<file path="config.mk">
export PLATFORM = sky130hd
export DESIGN_NAME = activation_share_ctrl
export DESIGN_NICKNAME = d
export VERILOG_FILES = /design/src/rtl/activation_share_ctrl.sv
export SDC_FILE = /design/constraint.sdc
export NUM_CORES = 1
export LEC_CHECK = 0
export CORE_MARGIN = 8
export CORE_UTILIZATION = 50
export DETAILED_ROUTE_END_ITERATION = 12
export PLACE_DENSITY = 0.78
export SYNTH_ARGS = -nofsm -noshare
export SYNTH_HDL_FRONTEND = slang
export SYNTH_SLANG_ARGS = --single-unit
export TNS_END_PERCENT = 50
</file>
<file path="constraint.sdc">
create_clock -name clk -period 5.4 [get_ports clk]
set_input_delay 0.54 -clock clk [delete_from_list [all_inputs] [get_ports clk]]
set_output_delay 0.54 -clock clk [all_outputs]
set_load 0.01 [all_outputs]
</file>
<file path="src/rtl/activation_share_ctrl.sv">
// activation_share_ctrl
// Shares one fixed-latency, stall-free activation unit between NUM_REQ requesters.
// A round-robin arbiter issues at most one word per cycle. A tag pipeline follows each
// word through the unit and returns its result to the return FIFO of the requester that
// issued it. Per-requester credits hold back an issue unless a FIFO slot is guaranteed,
// so a result is never dropped.
module activation_share_ctrl #(
  parameter int NUM_REQ        = 4,
  parameter int DATA_IN_WIDTH  = 16,
  parameter int DATA_OUT_WIDTH = 19,
  parameter int LATENCY        = 4,
  parameter int OUT_DEPTH      = 2
) (
  input  logic                                     clk,
  input  logic                                     rst,
  input  logic [NUM_REQ-1:0][DATA_IN_WIDTH-1:0]    req_data,
  input  logic [NUM_REQ-1:0]                       req_valid,
  output logic [NUM_REQ-1:0]                       req_ready,
  output logic [NUM_REQ-1:0][DATA_OUT_WIDTH-1:0]   resp_data,
  output logic [NUM_REQ-1:0]                       resp_valid,
  input  logic [NUM_REQ-1:0]                       resp_ready,
  output logic [DATA_IN_WIDTH-1:0]                 unit_data_in,
  output logic                                     unit_data_in_valid,
  output logic                                     unit_data_out_ready,
  input  logic [DATA_OUT_WIDTH-1:0]                unit_data_out,
  input  logic                                     unit_data_out_valid,
  output logic [$clog2(LATENCY+1)-1:0]             inflight,
  output logic                                     err_orphan
);

  localparam int PTR_W = $clog2(NUM_REQ);
  localparam int CNT_W = $clog2(OUT_DEPTH + 1);
  localparam int ADR_W = (OUT_DEPTH > 1) ? $clog2(OUT_DEPTH) : 1;
  localparam int INF_W = $clog2(LATENCY + 1);

  // Arbitration state and tag pipeline
  logic [PTR_W-1:0]          r_ptr;
  logic [LATENCY-1:0]        r_tag_vld;
  logic [PTR_W-1:0]          r_tag_idx [LATENCY];

  // Per-requester return FIFOs
  logic [DATA_OUT_WIDTH-1:0] r_mem [NUM_REQ][OUT_DEPTH];
  logic [ADR_W-1:0]          r_rd  [NUM_REQ];
  logic [ADR_W-1:0]          r_wr  [NUM_REQ];
  logic [CNT_W-1:0]          r_cnt [NUM_REQ];
  logic                      r_err;

  // Combinational nets
  logic [INF_W-1:0]          w_inf_i [NUM_REQ];
  logic [NUM_REQ-1:0]        w_elig;
  logic                      w_gnt_vld;
  logic [PTR_W-1:0]          w_gnt_idx;
  logic                      w_ret_vld;
  logic [PTR_W-1:0]          w_ret_idx;
  logic [NUM_REQ-1:0]        w_push;
  logic [NUM_REQ-1:0]        w_pop;
  logic [INF_W-1:0]          w_inf;

  function automatic logic [ADR_W-1:0] adr_inc(input logic [ADR_W-1:0] a);
    return (a == ADR_W'(OUT_DEPTH - 1)) ? '0 : a + ADR_W'(1);
  endfunction

  // Credit check. A tag still counts in its last stage, even when it retires this
  // cycle, so the accounting stays conservative. Nothing is eligible while in reset.
  always_comb begin
    w_inf_i = '{default: '0};
    w_elig  = '0;
    for (int i = 0; i < NUM_REQ; i++) begin
      for (int s = 0; s < LATENCY; s++) begin
        if (r_tag_vld[s] && (r_tag_idx[s] == PTR_W'(i)))
          w_inf_i[i] = w_inf_i[i] + INF_W'(1);
      end
      w_elig[i] = rst && req_valid[i] &&
                  ((int'(r_cnt[i]) + int'(w_inf_i[i])) < OUT_DEPTH);
    end
  end

  // Round-robin pick: first eligible index at or above the pointer, with wrap.
  always_comb begin : p_arb
    int c;
    c         = 0;
    w_gnt_vld = 1'b0;
    w_gnt_idx = '0;
    for (int k = 0; k < NUM_REQ; k++) begin
      c = int'(r_ptr) + k;
      if (c >= NUM_REQ) c = c - NUM_REQ;
      if (!w_gnt_vld && w_elig[c]) begin
        w_gnt_vld = 1'b1;
        w_gnt_idx = PTR_W'(c);
      end
    end
  end

  // Steer the granted word to the unit and acknowledge only the granted requester.
  always_comb begin
    req_ready    = '0;
    unit_data_in = '0;
    if (w_gnt_vld) begin
      req_ready[w_gnt_idx] = 1'b1;
      unit_data_in         = req_data[w_gnt_idx];
    end
  end

  assign unit_data_in_valid  = w_gnt_vld;
  assign unit_data_out_ready = rst;

  // Move the priority pointer past the last winner.
  always_ff @(posedge clk or negedge rst) begin
    if (!rst) begin
      r_ptr <= '0;
    end else if (w_gnt_vld) begin
      r_ptr <= (w_gnt_idx == PTR_W'(NUM_REQ - 1)) ? '0 : w_gnt_idx + PTR_W'(1);
    end
  end

  // The tag pipeline shifts every cycle. Its last stage lines up with the unit output.
  always_ff @(posedge clk or negedge rst) begin
    if (!rst) begin
      r_tag_vld <= '0;
      for (int s = 0; s < LATENCY; s++) r_tag_idx[s] <= '0;
    end else begin
      r_tag_vld[0] <= w_gnt_vld;
      r_tag_idx[0] <= w_gnt_idx;
      for (int s = 1; s < LATENCY; s++) begin
        r_tag_vld[s] <= r_tag_vld[s-1];
        r_tag_idx[s] <= r_tag_idx[s-1];
      end
    end
  end

  assign w_ret_vld = unit_data_out_valid && r_tag_vld[LATENCY-1];
  assign w_ret_idx = r_tag_idx[LATENCY-1];

  // Count of tagged items still inside the unit.
  always_comb begin
    w_inf = '0;
    for (int s = 0; s < LATENCY; s++) begin
      if (r_tag_vld[s]) w_inf = w_inf + INF_W'(1);
    end
  end

  assign inflight = w_inf;

  // Decode FIFO push (tagged return) and pop (requester takes a non-empty head).
  always_comb begin
    w_push = '0;
    w_pop  = '0;
    for (int i = 0; i < NUM_REQ; i++) begin
      w_push[i] = w_ret_vld && (w_ret_idx == PTR_W'(i));
      w_pop[i]  = resp_ready[i] && (r_cnt[i] != '0);
    end
  end

  // Return FIFO storage and pointers. A push and a pop in one cycle leave the count as is.
  always_ff @(posedge clk or negedge rst) begin
    if (!rst) begin
      for (int i = 0; i < NUM_REQ; i++) begin
        r_rd[i]  <= '0;
        r_wr[i]  <= '0;
        r_cnt[i] <= '0;
        for (int d = 0; d < OUT_DEPTH; d++) r_mem[i][d] <= '0;
      end
    end else begin
      for (int i = 0; i < NUM_REQ; i++) begin
        if (w_push[i]) begin
          r_mem[i][r_wr[i]] <= unit_data_out;
          r_wr[i]           <= adr_inc(r_wr[i]);
        end
        if (w_pop[i]) r_rd[i] <= adr_inc(r_rd[i]);
        if (w_push[i] && !w_pop[i])
          r_cnt[i] <= r_cnt[i] + CNT_W'(1);
        else if (!w_push[i] && w_pop[i])
          r_cnt[i] <= r_cnt[i] - CNT_W'(1);
      end
    end
  end

  // Present each FIFO head straight from registered storage.
  always_comb begin
    resp_valid = '0;
    resp_data  = '0;
    for (int i = 0; i < NUM_REQ; i++) begin
      resp_valid[i] = (r_cnt[i] != '0);
      resp_data[i]  = r_mem[i][r_rd[i]];
    end
  end

  // A result with no live tag is dropped and recorded until the next reset.
  always_ff @(posedge clk or negedge rst) begin
    if (!rst) begin
      r_err <= 1'b0;
    end else if (unit_data_out_valid && !r_tag_vld[LATENCY-1]) begin
      r_err <= 1'b1;
    end
  end

  assign err_orphan = r_err;

`ifndef SYNTHESIS
  // Credits make overflow impossible. Trap it in simulation if that assumption breaks.
  always_ff @(posedge clk) begin
    if (rst) begin
      for (int i = 0; i < NUM_REQ; i++) begin
        assert (!(w_push[i] && !w_pop[i] && (r_cnt[i] == CNT_W'(OUT_DEPTH))))
          else $error("return FIFO %0d overflow", i);
      end
    end
  end
`endif

endmodule

</file>
==> flow_metrics.py, run 1 <==
metrics = {
    "synth": {
        "ys.flop_type": "dfrtp_1",
        "yosysUniqueCellTypes": 51,
        "synth_seq_area_share_pct": 48.1,
        "synthArstFlopShare_pct": 100,
        "syn-num-nets": 845,
        "synthTopCellsByCount": "229 x mux2_2, 183 x dfrtp_1, 35 x ha_1",
        "ys_seq_elements": 183,
        "synth_top_cell_by_area": "dfrtp_1",
        "synth_warnings": 0,
        "synth.top_cells.by_area": "dfrtp_1 48%, mux2_2 27%, ha_1 4.6%",
        "yosysMostFrequentCell": "mux2_2",
        "synth_area_um2": 9520,
        "synth_top_cell_area_share_pct": 48.1,
        "synth_edf_count": 0,
        "syn_avg_cell_area_um2": 13.4,
        "synthCells": 712,
    },
    "layout": {
        "final_core_util_pct": 67.3,
        "diodes": 0,
        "num-fill-cells": 1374,
        "final_nets": 1055,
        "area_growth_pct": 32.2,
        "fin_area_um2": 12600,
        "drive_gt1_share_pct": 36.3,
        "multi_input_area_um2": 4850,
        "register_area_um2": 4580,
    },
    "clock_tree": {
        "h-tree-depth": 4,
        "clk_latency_ps": 430,
        "path_clk_slew_ps": 70,
        "cts_buffer_depth": 2,
        "cts_sinks": 183,
        "cts_tree": "yes",
        "root_buffer": "clkbuf_16",
        "numCtsBuffers": 17,
    },
    "floorplan": {
        "num_rows": 50,
        "die_w_um": 154,
        "die_area_um2": 23700,
        "ios": 200,
        "core_um2": 18700,
        "fp.dieH_um": 154,
        "initial_utilization_pct": 50.9,
    },
    "job": {
        "drv_cap": 0,
    },
    "sta": {
        "max_freq_ghz": 0.189,
        "finalSetupTns_ps": 0,
        "hold_violations": 0,
        "worst_slack_ps": 115,
        "relSlewSlack_pct": 24.3,
        "period_share_pct": 97.9,
        "rsz0062_at_grt": "yes",
        "report.final.slew_viol_count": 0,
        "fin_skew_ps": 8.91,
        "finalCriticalPeriod_ps": 5290,
        "worst_slew_pin_slew_ps": 1140,
        "setup_violations": 0,
    },
    "power": {
        "p_switching_w": 0.00271,
        "power_leakage_nw": 5.69,
        "p_sw_share_pct": 34.7,
        "p_comb_share_pct": 52.2,
        "p_int_w": 0.00508,
        "clkPwrFrac_pct": 16.0,
        "p_per_area_nw_per_um2": 619,
        "p_seq_share_pct": 31.8,
        "peakVddDrop_v": 0.000393,
    },
    "grt": {
        "grtUsageMet1_pct": 23.7,
        "antenna_found_initial": 0,
        "track_usage_pct": 19.7,
        "met3_usage_pct": 6.22,
        "grt_overflow_total": 0,
        "top_usage_layer": "met2",
        "use_met2_pct": 33.5,
        "grt_pass1_wl_mm": 36.9,
        "grt_max_degree": 76,
        "grt_pass1_vias": 6830,
    },
    "setup_path": {
        "required_ps": 4860,
        "critical_path.max_fanout": 7,
        "start_kind": "flip-flop",
        "worstSetupPathType": "reg2out",
        "cp_data_arrival_time_ps": 4750,
        "crit_path_end_kind": "output port",
    },
    "routing": {
        "wl_per_cell_um": 19.9,
        "routed_wl_mm": 23.3,
        "vias": 6335,
        "route.detailed.drc": 0,
        "drt_first_pass_iters": 4,
        "routed_via_density": 5.42,
        "drtAntennaViolNets": 0,
        "drt_iter0_drc": 209,
    },
    "hold_path": {
        "hp-class": "in2async",
    },
    "placed_design": {
        "gp_congestion": 0.784,
        "place_ws_ps": 52.6,
        "placed_area_um2": 11700,
        "dp_hpwl_mm": 16.3,
        "port_buffers": 199,
    },
    "status": {
        "status": "finished clean",
    },
}
cells by family (layout without fill, tap and decap cells):
kind of cell / count (synthesis) / after routing / synth area share (%)
mux: 262 / 262 / 30.6
buf+inv: 47 / 270 / 2.62
xor+xnor: 31 / 31 / 3.47
compound gates: 55 / 55 / 4.59
flops: 183 / 183 / 48.1
fa+ha+maj: 39 / 39 / 5.44
simple gates: 95 / 95 / 5.19
cells in the final DEF (no fill, tap or decap), types with 3 or more instances in the layout:
master / n
mux2_2: 229
dfrtp_1: 181
clkdlybuf4s50_1: 181
ha_1: 34
nand2_1: 32
mux2i_1: 27
xnor2_1: 17
clkbuf_16: 17
nor2_1: 16
inv_1: 15
buf_4: 14
dlygate4sd2_1: 11
xor2_1: 10
o22ai_2: 8
o22ai_1: 8
nand3b_1: 7
o21ai_0: 6
nor2_2: 5
or2_2: 5
a21oi_1: 5
and2_1: 5
a211oi_1: 4
o211a_1: 4
mux2i_2: 4
fa_1: 4
buf_6: 4
clkbuf_2: 4
inv_2: 3
xor3_1: 3
o21ai_1: 3
nor3b_1: 3
a21oi_2: 3
nand3_1: 3
o21ai_2: 3
clkinvlp_4: 3
inv_8: 3
clkinv_4: 3
per-layer routing:
metal	share of wire (%)	wire [um]	vias up
met3	6.1	1430	31
met5	0	0	-
met1	43	10000	3159
li1	-	-	2958
met4	1.5	339	0
met2	49	11500	187
sequential cells by signal, summed over array words and instances, names as in the netlist:
| signal | flops |
|---|---|
| r_tag_idx | 6 |
| w_ret_idx | 2 |
| r_rd | 4 |
| r_wr | 4 |
| r_ptr | 2 |
| r_tag_vld | 4 |
| err_orphan | 1 |
| r_cnt | 8 |
| r_mem | 152 |
power groups by stage:
stage	logic (W)	clock network (W)	registers (W)
2_1_floorplan	0.00248	0	0.00223
3_3_place_gp	0.00384	0	0.00246
3_5_place_dp	0.00389	0	0.00249
4_1_cts	0.00403	0.00127	0.00247
5_1_grt	0.00438	0.00133	0.00256
6_report	0.00406	0.00125	0.00247
path summary, 6_finish.rpt:
path | slack [ps] | depth (start not counted) | to | start
min in group clk | 450 | 0 | r_tag_idx[3] | r_tag_idx[5]
worst max register to register | 1080 | 19 | r_ptr[1] | r_tag_vld[1]
worst max-delay path | 110 | 19 | unit_data_in[5] | r_tag_vld[1]
max in group asynchronous | 3330 | 3 | r_mem[64] | rst
worst min-delay path | 90 | 1 | r_wr[3] | rst
worst min register to register | 450 | 0 | r_tag_idx[3] | r_tag_idx[5]
per-stage QoR:
step           total power, W  std cells  hold slack (ps)
2_1_floorplan         0.00471        712              244
3_3_place_gp          0.00630       1123              426
3_5_place_dp          0.00638       1123              422
4_1_cts               0.00777       1165              146
5_1_grt               0.00828       1169              157
6_report              0.00779       1169             86.4
critical path, cell delays in order, from the launching register on:
cell and delay [ps]:
dfrtp_1 410, nand2_1 60, or2_2 300, inv_1 80
ha_1 260, xnor2_1 180, ha_1 250, nand2_1 60
o21ai_0 150, fa_1 470, nand3b_1 200, nor3b_1 230
o21a_1 160, a21oi_2 90, o2bb2ai_1 240, o22ai_4 130
buf_12 160, mux2i_1 130, o22ai_1 150, clkdlybuf4s50_1 570
layout make-up:
cell class / count / share of cell area [%]
clock buffers: 18 / 3.41
clock inverters: 14 / 1.31
inverters: 18 / 0.537
multi-input cells: 482 / 38.6
flip-flops and latches: 183 / 36.4
well taps: 234 / 2.33
repair buffers: 220 / 17.4
timing repair:
| item | 4_1_cts | 5_1_grt |
|---|---|---|
| gates resized for setup | 34 | 35 |
| endpoints found under the setup margin | 20 | 20 |
| pin swaps | 5 | 6 |
| hold buffers | 0 | 0 |
| buffers inserted | 8 | 4 |
| cloned | 2 | 0 |
No activity file was read; power rests on OpenSTA's default activity.
==> inputs of run 2 (changes only) <==
ABC_AREA = 1   (was not set)
SKIP_LAST_GASP = 1   (was not set)
==> run 2 against run 1 <==
  * Flip-flop and latch count unchanged
  * Synthesized area increased by 4.3%
  * Global-route usage increased by 2.8 points
  * Fmax decreased by 1.5%
  * Clock-buffer cell count unchanged
  * Largest power group unchanged
==> flow_metrics.py, run 2 <==
metrics = {
    "setup_path": {
        "crit_path_end_kind": "output port",
        "worstSetupPathType": "reg2out",
        "worstPathCellList": "inv_4 -> nor3_2 -> ha_1 -> inv_1 -> nand2_1 -> nand2_1 -> inv_1 -> ha_1 -> o21a_1 -> fa_1 -> nor3b_2 -> nand3_1 -> nand3_1 -> nand2_2 -> nand4_2 -> clkbuf_8 -> clkinvlp_4 -> a21oi_1 -> clkdlybuf4s50_1",
        "crit_path_end": "unit_data_in[9]",
        "path_depth": 19,
        "start_kind": "flip-flop",
        "r2r_cells": 25,
        "crit_buf_inv": 6,
        "crit_path_top_delay_cell": "clkdlybuf4s50_1",
        "worst_path_largest_cell_delay_ps": 570,
        "r2r_end": "r_ptr[1]",
        "rr_startpoint": "r_tag_vld[1]",
        "critical-path-top-delay-family": "buffers and inverters",
        "critical_path.max_fanout": 40,
        "cp-startpoint": "r_tag_vld[1]",
        "cp_data_arrival_time_ps": 4830,
        "regToRegSetupSlack_ps": 1420,
        "required_ps": 4860,
    },
    "synth": {
        "yosysUniqueCellTypes": 33,
        "synth_top_cell_by_area": "dfrtp_1",
        "synthTopCellsByCount": "497 x nand2_1, 183 x dfrtp_1, 169 x o21ai_0",
        "ys.flop_type": "dfrtp_1",
        "synth-xor-area-share_pct": 1.41,
        "synthMuxAreaShare_pct": 0.113,
        "synth-simple-area-share_pct": 27.6,
        "ys_seq_elements": 183,
        "synthArstFlopShare_pct": 100,
        "syn-num-nets": 1451,
        "synth.top_cells.by_area": "dfrtp_1 46%, nand2_1 19%, o21ai_0 8.5%",
        "syn_avg_cell_area_um2": 7.53,
        "synthCells": 1318,
        "synth_compound_area_share_pct": 10.6,
        "synth_fa_ha_area_share_pct": 5.22,
        "synth_top_family_by_area": "simple AND/OR/NAND/NOR gates",
        "yosysMostFrequentCell": "nand2_1",
        "synth_top_cell_area_share_pct": 46.1,
        "synth_seq_area_share_pct": 46.1,
        "synth_edf_count": 0,
        "synth_warnings": 0,
        "synth_area_um2": 9930,
    },
    "layout": {
        "layout_common_cells": "497 x nand2_1, 192 x clkdlybuf4s50_1, 178 x dfrtp_1",
        "multi_input_area_um2": 4570,
        "top_regs": "r_mem x152, r_cnt x8, r_tag_idx x6",
        "final_common_cell": "nand2_1",
        "final_nets": 1612,
        "num-fill-cells": 1593,
        "largest_register": "r_mem",
        "largest_reg_flops": 152,
        "area_growth_pct": 28.5,
        "diodes": 0,
        "register_area_um2": 4590,
        "drive_gt1_share_pct": 6.37,
    },
    "routing": {
        "wl_per_cell_um": 15.6,
        "vias": 9207,
        "route.detailed.drc": 0,
        "m1WireLength_mm": 11.4,
        "top_layer": "met4",
        "drt_iter0_drc": 673,
        "routed_via_density": 5.24,
        "wl_met3_mm": 2.37,
        "routed_wl_mm": 27.4,
        "routed-wl-met2_mm": 12.9,
        "drt_first_pass_iters": 5,
        "drtAntennaViolNets": 0,
    },
    "clock_tree": {
        "numCtsBuffers": 17,
        "h-tree-depth": 4,
        "root_buffer": "clkbuf_16",
        "cts_hold_buf": 0,
        "cts_tree": "yes",
        "path_clk_slew_ps": 70,
        "clk_latency_ps": 430,
        "cts_buffer_depth": 2,
        "cts_sinks": 183,
    },
    "grt": {
        "grt_pass1_wl_mm": 44.5,
        "track_usage_pct": 22.5,
        "grt_pass1_vias": 8782,
        "antenna_found_initial": 0,
        "grt_max_degree": 184,
        "grt_overflow_total": 0,
    },
    "floorplan": {
        "fp.dieH_um": 157,
        "ios": 200,
        "die_w_um": 157,
        "die_area_um2": 24600,
        "num_rows": 51,
        "initial_utilization_pct": 51.0,
        "core_um2": 19500,
    },
    "sta": {
        "worst_slew_pin_slew_ps": 1180,
        "setup_violations": 0,
        "max_freq_ghz": 0.186,
        "period_share_pct": 99.4,
        "relSlewSlack_pct": 20.8,
        "rsz0062_at_grt": "yes",
        "holdWs_ps": 178,
        "report.final.slew_viol_count": 0,
        "finalCriticalPeriod_ps": 5370,
        "fin_skew_ps": 5.79,
        "hold_violations": 0,
    },
    "hold_path": {
        "hp-class": "in2async",
    },
    "placed_design": {
        "dp_hpwl_mm": 19.2,
        "port_buffers": 199,
        "gp_congestion": 0.916,
    },
    "power": {
        "p_per_area_nw_per_um2": 741,
        "peakVddDrop_v": 0.000747,
        "power_leakage_nw": 6.43,
        "power_w": 0.00946,
    },
    "job": {
        "drv_cap": 0,
    },
    "status": {
        "status": "finished clean",
    },
}
[run 2: logic make-up after synthesis]
group	after synthesis
simple gates	655
flops	183
fa+ha+maj	39
compound gates	207
xor+xnor	16
mux	1
buf+inv	217
[run 2: per-stage QoR]
| stage | util, % | TNS, ps | setup WS (ps) | cells | instance area (um^2) |
|---|---|---|---|---|---|
| floorplan | - | 0 | 1200 | 1318 | 9930 |
| global placement | 61.6 | 0 | 237 | 1718 | 12000 |
| detailed placement | 61.6 | 0 | 72.8 | 1718 | 12000 |
| CTS | 65.2 | 0 | 1.91 | 1754 | 12700 |
| global route | 65.5 | -3670 | -288 | 1757 | 12800 |
| finish | 65.5 | 0 | 32.6 | 1757 | 12800 |
[run 2: what timing repair did]
item	4_1_cts	5_1_grt
gates cloned	2	0
endpoints found under the setup margin	20	20
buffers inserted	2	3
pin swaps	0	1
resized for setup	29	17
[run 2: how the worst min path moves through the flow]
stage | endpoint | slack (ps) | cells past startpoint
finish | r_ptr[0] | 180 | 2
global route | r_ptr[0] | 370 | 2
CTS | r_ptr[0] | 350 | 2
detailed placement | r_tag_vld[2] | 410 | 0
global placement | r_tag_vld[2] | 390 | 0
floorplan | err_orphan | 240 | 0
[run 2: final cells by class]
cell class | instances | share of cell area [%]
Tap cell | 265 | 2.60
Timing Repair Buffer | 210 | 16.6
Inverter | 147 | 4.41
Clock buffer | 18 | 3.44
Clock inverter | 14 | 1.08
Sequential cell | 183 | 35.9
Timing Repair inverter | 2 | 0.118
Multi-Input combinational cell | 918 | 35.8
[run 2: where the power goes]
group	switching (W)	internal, W	total, W
Combinational	0.00316	0.00258	0.00575
Clock	0.000562	0.000661	0.00122
Sequential	0.000503	0.00198	0.00249
[run 2: metal layers]
layer  vias to the layer above  track usage (%)
li1                       4493                -
met1                      4338             28.1
met2                       331             36.6
met3                        45             6.17
met4                         0             9.06
met5                         -                0
==> inputs of run 3 (changes only) <==
CTS_CLUSTER_DIAMETER = 40   (was not set)
HOLD_SLACK_MARGIN = 0.1   (was not set)
==> results of run 3 <==
The final DEF is identical to that of run 2; final timing and power are the same.
